`config.mk`:
```
export PLATFORM = sky130hd
export DESIGN_NAME = flappy_game_ctrl
export DESIGN_NICKNAME = d
export VERILOG_FILES = /design/src/rtl/flappy_game_ctrl.sv
export SDC_FILE = /design/constraint.sdc
export NUM_CORES = 1
export LEC_CHECK = 0
export ABC_AREA = 1
export BUFFER_PORTS_ARGS = -buffer_cell sky130_fd_sc_hd__buf_2
export CORE_ASPECT_RATIO = 0.5
export CORE_MARGIN = 5
export CORE_UTILIZATION = 50
export DETAILED_ROUTE_END_ITERATION = 10
export PLACE_DENSITY = 0.72
export RECOVER_POWER = 25
export SYNTH_ARGS = -nofsm -noshare
export SYNTH_HDL_FRONTEND = slang
export SYNTH_SLANG_ARGS = --single-unit
```
`constraint.sdc`:
```
create_clock -name clk -period 5 [get_ports clk]
set_clock_uncertainty 0.2 [all_clocks]
set_input_delay 0.5 -clock clk [delete_from_list [all_inputs] [get_ports clk]]
set_output_delay 0.5 -clock clk [all_outputs]
set_load 0.02 [all_outputs]
```
`src/rtl/flappy_game_ctrl.sv`:
```
// flappy_game_ctrl: game sequencer for the VGA flappy-bird painter.
// Owns bird height and vertical velocity, pipe scroll and gap height,
// collision detection, score and game state. All motion advances on a
// physics tick derived from clk by TICK_DIV.
// Optional build macro FLAPPY_INVINCIBLE_EN: ceiling and pipe deaths are
// disabled and the floor only clamps, so DEAD is never entered.
module flappy_game_ctrl #(
  parameter int TICK_DIV     = 500000,
  parameter int BIRD_X       = 400,
  parameter int BIRD_Y0      = 260,
  parameter int FLAP_VEL     = 6,
  parameter int VMAX         = 8,
  parameter int PIPE_SPEED   = 2,
  parameter int PIPE_X_START = 834,
  parameter int PIPE_X_END   = 94,
  parameter int GAP          = 100,
  parameter int DEAD_HOLD    = 50
) (
  input  logic        clk,
  input  logic        reset_n,
  input  logic        button,
  output logic [9:0]  BirbX,
  output logic [9:0]  BirbY,
  output logic [9:0]  PipeX,
  output logic [9:0]  PipeY,
  output logic [15:0] score,
  output logic [1:0]  state,
  output logic        tick
);

  localparam int DIV_W = (TICK_DIV > 1) ? $clog2(TICK_DIV) : 1;
  localparam int DC_W  = $clog2(DEAD_HOLD + 1);

  localparam logic [DIV_W-1:0] DIV_LAST  = DIV_W'(TICK_DIV - 1);
  localparam logic [DC_W-1:0]  DEAD_LAST = DC_W'(DEAD_HOLD);
  localparam logic [9:0]       LFSR_SEED = 10'h2A5;
  // Galois feedback mask for x^10 + x^7 + 1 (right-shifting form)
  localparam logic [9:0]       LFSR_TAPS = 10'h240;
  localparam logic [9:0]       PIPE_Y0   = 10'd200;
  localparam logic [9:0]       GAP_BASE  = 10'd60;
  localparam logic [9:0]       BIRD_Y0_V = 10'(BIRD_Y0);
  localparam logic [9:0]       PIPE_X0_V = 10'(PIPE_X_START);

  // Signed 11-bit coordinate constants; the floor is 514 minus the 25 px bird
  localparam logic signed [10:0] V_TOP   = 11'sd35;
  localparam logic signed [10:0] V_FLOOR = 11'sd489;
  localparam logic signed [10:0] BIRD_L  = 11'(BIRD_X);
  localparam logic signed [10:0] BIRD_R  = 11'(BIRD_X + 50);
  localparam logic signed [10:0] X_END   = 11'(PIPE_X_END);
  localparam logic signed [10:0] X_START = 11'(PIPE_X_START);
  localparam logic signed [10:0] GAP_S   = 11'(GAP);
  localparam logic signed [10:0] SPEED_S = 11'(PIPE_SPEED);
  localparam logic signed [4:0]  VEL_FLAP = 5'(-FLAP_VEL);
  localparam logic signed [4:0]  VEL_MAX  = 5'(VMAX);

  typedef enum logic [1:0] {
    ST_IDLE = 2'b00,
    ST_PLAY = 2'b01,
    ST_DEAD = 2'b10
  } state_t;

  state_t             state_q, state_d;
  logic               btn_meta_q, btn_sync_q, btn_prev_q;
  logic               flap_req_q, flap_req_d;
  logic [DIV_W-1:0]   div_q, div_d;
  logic [9:0]         lfsr_q, lfsr_d;
  logic signed [4:0]  vel_q, vel_d;
  logic [DC_W-1:0]    dead_cnt_q, dead_cnt_d;
  logic [9:0]         birb_y_q, birb_y_d;
  logic [9:0]         pipe_x_q, pipe_x_d;
  logic [9:0]         pipe_y_q, pipe_y_d;
  logic [15:0]        score_q, score_d;

  logic               btn_rise;
  logic signed [4:0]  vel_new;
  logic signed [10:0] birb_next, birb_post;
  logic signed [10:0] px_pre, px_move, px_post, py_post;
  logic               hit_top, hit_floor, hit_pipe, respawn, passed, die;

  assign tick  = (div_q == DIV_LAST);
  assign BirbX = 10'(BIRD_X);
  assign BirbY = birb_y_q;
  assign PipeX = pipe_x_q;
  assign PipeY = pipe_y_q;
  assign score = score_q;
  assign state = state_q;

  // Next-state logic: candidate physics results are always computed, and
  // only committed to the state registers in tick cycles.
  always_comb begin
    btn_rise = btn_sync_q & ~btn_prev_q;
    div_d    = tick ? '0 : div_q + 1'b1;
    lfsr_d   = {1'b0, lfsr_q[9:1]} ^ (lfsr_q[0] ? LFSR_TAPS : 10'd0);

    if (flap_req_q)           vel_new = VEL_FLAP;
    else if (vel_q < VEL_MAX) vel_new = vel_q + 5'sd1;
    else                      vel_new = VEL_MAX;

    birb_next = $signed({1'b0, birb_y_q}) + $signed({{6{vel_new[4]}}, vel_new});
    hit_top   = (birb_next < V_TOP);
    hit_floor = (birb_next > V_FLOOR);
    if (hit_top)        birb_post = V_TOP;
    else if (hit_floor) birb_post = V_FLOOR;
    else                birb_post = birb_next;

    px_pre  = $signed({1'b0, pipe_x_q});
    px_move = px_pre - SPEED_S;
    respawn = (px_move <= X_END);
    px_post = respawn ? X_START : px_move;
    py_post = respawn ? $signed({1'b0, GAP_BASE + {2'b00, lfsr_q[7:0]}})
                      : $signed({1'b0, pipe_y_q});
    passed  = !respawn && (px_pre >= BIRD_L) && (px_move < BIRD_L);

    hit_pipe = (BIRD_R >= px_post - 11'sd50) && (BIRD_L <= px_post + 11'sd50) &&
               ((birb_post <= py_post) || (birb_post + 11'sd25 >= py_post + GAP_S));

`ifdef FLAPPY_INVINCIBLE_EN
    die = 1'b0;
`else
    die = hit_top | hit_floor | hit_pipe;
`endif

    state_d    = state_q;
    vel_d      = vel_q;
    dead_cnt_d = dead_cnt_q;
    birb_y_d   = birb_y_q;
    pipe_x_d   = pipe_x_q;
    pipe_y_d   = pipe_y_q;
    score_d    = score_q;

    // Several edges between ticks collapse into one request; an edge in the
    // tick cycle itself is kept for the following tick.
    flap_req_d = tick ? btn_rise : (flap_req_q | btn_rise);
    if ((state_q == ST_DEAD) && (dead_cnt_q < DEAD_LAST)) flap_req_d = 1'b0;

    if (tick) begin
      case (state_q)
        ST_IDLE: begin
          // The starting flap moves the bird immediately; the pipe starts
          // scrolling on the first PLAY tick.
          if (flap_req_q) begin
            state_d  = ST_PLAY;
            vel_d    = vel_new;
            birb_y_d = 10'(birb_post);
            score_d  = 16'd0;
          end
        end
        ST_PLAY: begin
          vel_d    = vel_new;
          birb_y_d = 10'(birb_post);
          pipe_x_d = 10'(px_post);
          pipe_y_d = 10'(py_post);
          if (passed && (score_q != 16'hFFFF)) score_d = score_q + 16'd1;
          if (die) begin
            state_d    = ST_DEAD;
            dead_cnt_d = '0;
          end
        end
        ST_DEAD: begin
          if (dead_cnt_q < DEAD_LAST) begin
            dead_cnt_d = dead_cnt_q + 1'b1;
          end else if (flap_req_q) begin
            state_d  = ST_IDLE;
            vel_d    = 5'sd0;
            birb_y_d = BIRD_Y0_V;
            pipe_x_d = PIPE_X0_V;
            pipe_y_d = PIPE_Y0;
          end
        end
        default: state_d = ST_IDLE;
      endcase
    end
  end

  // State registers, button synchronizer and edge detector; everything
  // returns to its reset value as soon as reset_n falls.
  always_ff @(posedge clk or negedge reset_n) begin
    if (!reset_n) begin
      state_q    <= ST_IDLE;
      btn_meta_q <= 1'b0;
      btn_sync_q <= 1'b0;
      btn_prev_q <= 1'b0;
      flap_req_q <= 1'b0;
      div_q      <= '0;
      lfsr_q     <= LFSR_SEED;
      vel_q      <= 5'sd0;
      dead_cnt_q <= '0;
      birb_y_q   <= BIRD_Y0_V;
      pipe_x_q   <= PIPE_X0_V;
      pipe_y_q   <= PIPE_Y0;
      score_q    <= 16'd0;
    end else begin
      state_q    <= state_d;
      btn_meta_q <= button;
      btn_sync_q <= btn_meta_q;
      btn_prev_q <= btn_sync_q;
      flap_req_q <= flap_req_d;
      div_q      <= div_d;
      lfsr_q     <= lfsr_d;
      vel_q      <= vel_d;
      dead_cnt_q <= dead_cnt_d;
      birb_y_q   <= birb_y_d;
      pipe_x_q   <= pipe_x_d;
      pipe_y_q   <= pipe_y_d;
      score_q    <= score_d;
    end
  end

endmodule

```
==> impl_metrics.tcl <==
set metrics [dict create \
    cellPowerDensity_nw_per_um2 172 \
    ys_seq_area_frac 0.347 \
    clk_latency_ps 340 \
    antenna_found_initial 0 \
    cts.path.max_buffers 2 \
    synth-simple-area-share 0.304 \
    worstPathMaxFanout 8 \
    die_width_um 174 \
    synth_top_family_by_area "simple AND/OR/NAND/NOR gates" \
    clkSinkCount 92 \
    rsz0062_at_grt "true" \
    wl_um 18600 \
    critPathSlowestCell "dfrtp_1" \
    fill_cells 1074 \
    period_needed_ps 5360 \
    yosysTopAreaCell "dfrtp_1" \
    max_freq_mhz 187 \
    synth.avg_cell_area_um2 7.31 \
    synth_cell_types 52 \
    cp-end-kind "register" \
    yosys-mux-area-fraction 0.00150 \
    p_leak_nw 4.23 \
    met1_usage 0.297 \
    stdcell_area_um2 8330 \
    crit_type "reg2reg" \
    cp_num_buf_inv 7 \
    layout_setup_ws_ps -356 \
    ir_drop_uv 137 \
    post-route-period-util 1.07 \
    slew-limit-headroom -0.306 \
    num_rows 29 \
    synthAdderAreaFrac 0.0871 \
    maxCapViolations 1 \
    cts_tree "built" \
    yosys-top-cells-area "dfrtp_1 (29%), nand2_1 (11%), ha_1 (8.4%)" \
    crit_path_frequent_cell "nand2_1" \
    h-tree-depth 3 \
    critPathMaxStageDelay_ps 430 \
    synth_common_cells "nand2_1 (200), inv_1 (136), nor2_1 (94)" \
    cpLargestDelayFamily "simple AND/OR/NAND/NOR gates" \
    post-place-ws_ps -367 \
    syn_area_um2 6690 \
    nets 1091 \
    fin_hold_ws_ps 68.7 \
    io_pins 62 \
    setup_tns_ps -2650 \
    worst_slew_pin_slew_ps 1960 \
    required_ps 5030 \
    initial_core_util 0.519 \
    grt-ovfl-total 0 \
    vias 6665 \
    viasPerCell 5.48 \
    drt-initial-drc-count 457 \
    die_h_um 91.8 \
    first_pass_iters 5 \
    violations "max-capacitance violations, max-slew violations, negative setup slack" \
    synth_edf_count 0 \
    die_area_um2 15900 \
    setup_viol 8 \
    cts.clk_slew.worst_paths_ps 60 \
    dpl.hpwl_um 13000 \
    grt_pass1_wl_um 29000 \
    cts-root-buf "clkbuf_16" \
    dpl_cell_area_um2 7470 \
    startpoint_type "register" \
    diodes 0 \
    drv_slew 36 \
    postSynthCellCount 915 \
    synthArstFlopShare 1.00 \
    ys.flop_type "dfrtp_1" \
    yosysMostFrequentCell "nand2_1" \
    core_area_um2 12900 \
    ys_ff_latch 92 \
    grt_pass1_vias 6111 \
    numCtsBuffers 9 \
    status "complete, but fails checks" \
    grt_max_degree 59 \
    synth_top_area_share 0.292 \
    hold_class "in2reg" \
    synth_compound_area_frac 0.105 \
    yosys_warnings 0 \
    track_usage 0.217 \
    synth_xor_area_frac 0.0550 \
    antenna_left 0 \
    portBuffers 51 \
    cp.arrival_ps 5390 \
    drc 0 \
    wl_per_cell_um 15.3 \
    place_congestion 0.908 \
    fin_util 0.647 \
    area_delta_synth_final_pct 24.5 \
    use_met3 0.0374 \
    top_usage_layer "met2" \
    hold_viol 0 \
    use_met2 0.357 \
    drive_gt1_frac 0.245 \
]
==> worst paths after layout <==
check	startpoint	endpoint	slack (ps)	cells past startpoint
setup reg to reg	vel_q[1]	dead_cnt_q[5]	-360	36
hold reg to reg	lfsr_q[8]	lfsr_q[7]	150	0
hold / removal	button	btn_meta_q	70	1
min in group asynchronous	reset_n	div_q[10]	1050	2
max in group asynchronous	reset_n	vel_q[4]	1900	3
setup / recovery	vel_q[1]	dead_cnt_q[5]	-360	36
==> sequential cells by signal (all words and copies together), names as in the netlist <==
| name | count |
|---|---|
| div_q | 19 |
| score | 16 |
| BirbY | 10 |
| PipeX | 10 |
| PipeY | 10 |
| lfsr_q | 10 |
| dead_cnt_q | 6 |
| vel_q | 5 |
| state | 2 |
| btn_meta_q | 1 |
| btn_prev_q | 1 |
| btn_sync_q | 1 |
| flap_req_q | 1 |
==> kinds of logic (layout without fill, tap and decap cells) <==
logic type / after synthesis / in the layout
buffers and inverters: 162 / 284
adders and majority gates: 46 / 46
and+or+nand+nor: 449 / 449
muxes: 1 / 1
xor gates and xnor gates: 42 / 42
other: 2 / 12
AOI/OAI and AO/OA: 121 / 121
DFF: 92 / 92
==> routing by layer <==
| layer | part of all wire | wire length (um) | up-vias |
|---|---|---|---|
| li1 | - | - | 3238 |
| met1 | 0.46 | 8480 | 3131 |
| met2 | 0.45 | 8440 | 229 |
| met3 | 0.058 | 1090 | 67 |
| met4 | 0.031 | 582 | 0 |
| met5 | 0 | 0 | - |
==> repair_timing <==
action / 4_1_cts / 5_1_grt
hold buffers: 1 / 0
gates cloned: 0 / 0
pin swaps: 37 / 45
endpoints found under the hold margin: 30 / 0
resized for setup: 37 / 58
endpoints found under the setup margin: 8 / 8
setup buffers: 12 / 7
==> report_power, final <==
part	switching, mW	internal, mW
clock network	0.305	0.353
logic	0.0253	0.00398
registers	0.000515	0.746
==> cell usage in the layout (no fill, tap or decap), types with 23 or more instances in the layout <==
master   count
o21ai_0     39
nand2_2     23
nand4_1     28
nor2_1      86
buf_4       66
ha_1        33
inv_1      124
xor2_1      33
buf_2       45
nand3_1     50
nand2_1    187
a21oi_1     27
dfrtp_1     77
==> metrics by stage <==
stage,cells,power [mW]
after detailed placement,1181,0.789
final,1217,1.43
after CTS,1210,1.44
after global routing,1217,1.48
after floorplan,925,0.777
after global placement,1181,0.789
==> area by class of cell <==
cell class	instances	area, um2	share of cell area
sequential	92	2320	0.279
clock buffer	11	243	0.0291
tap	170	213	0.0255
inverter	145	551	0.0661
multi-input combinational	671	4150	0.498
clock inverter	5	36.3	0.00436
timing repair buffer	123	818	0.0982
Power figures use the tool's default switching activity.
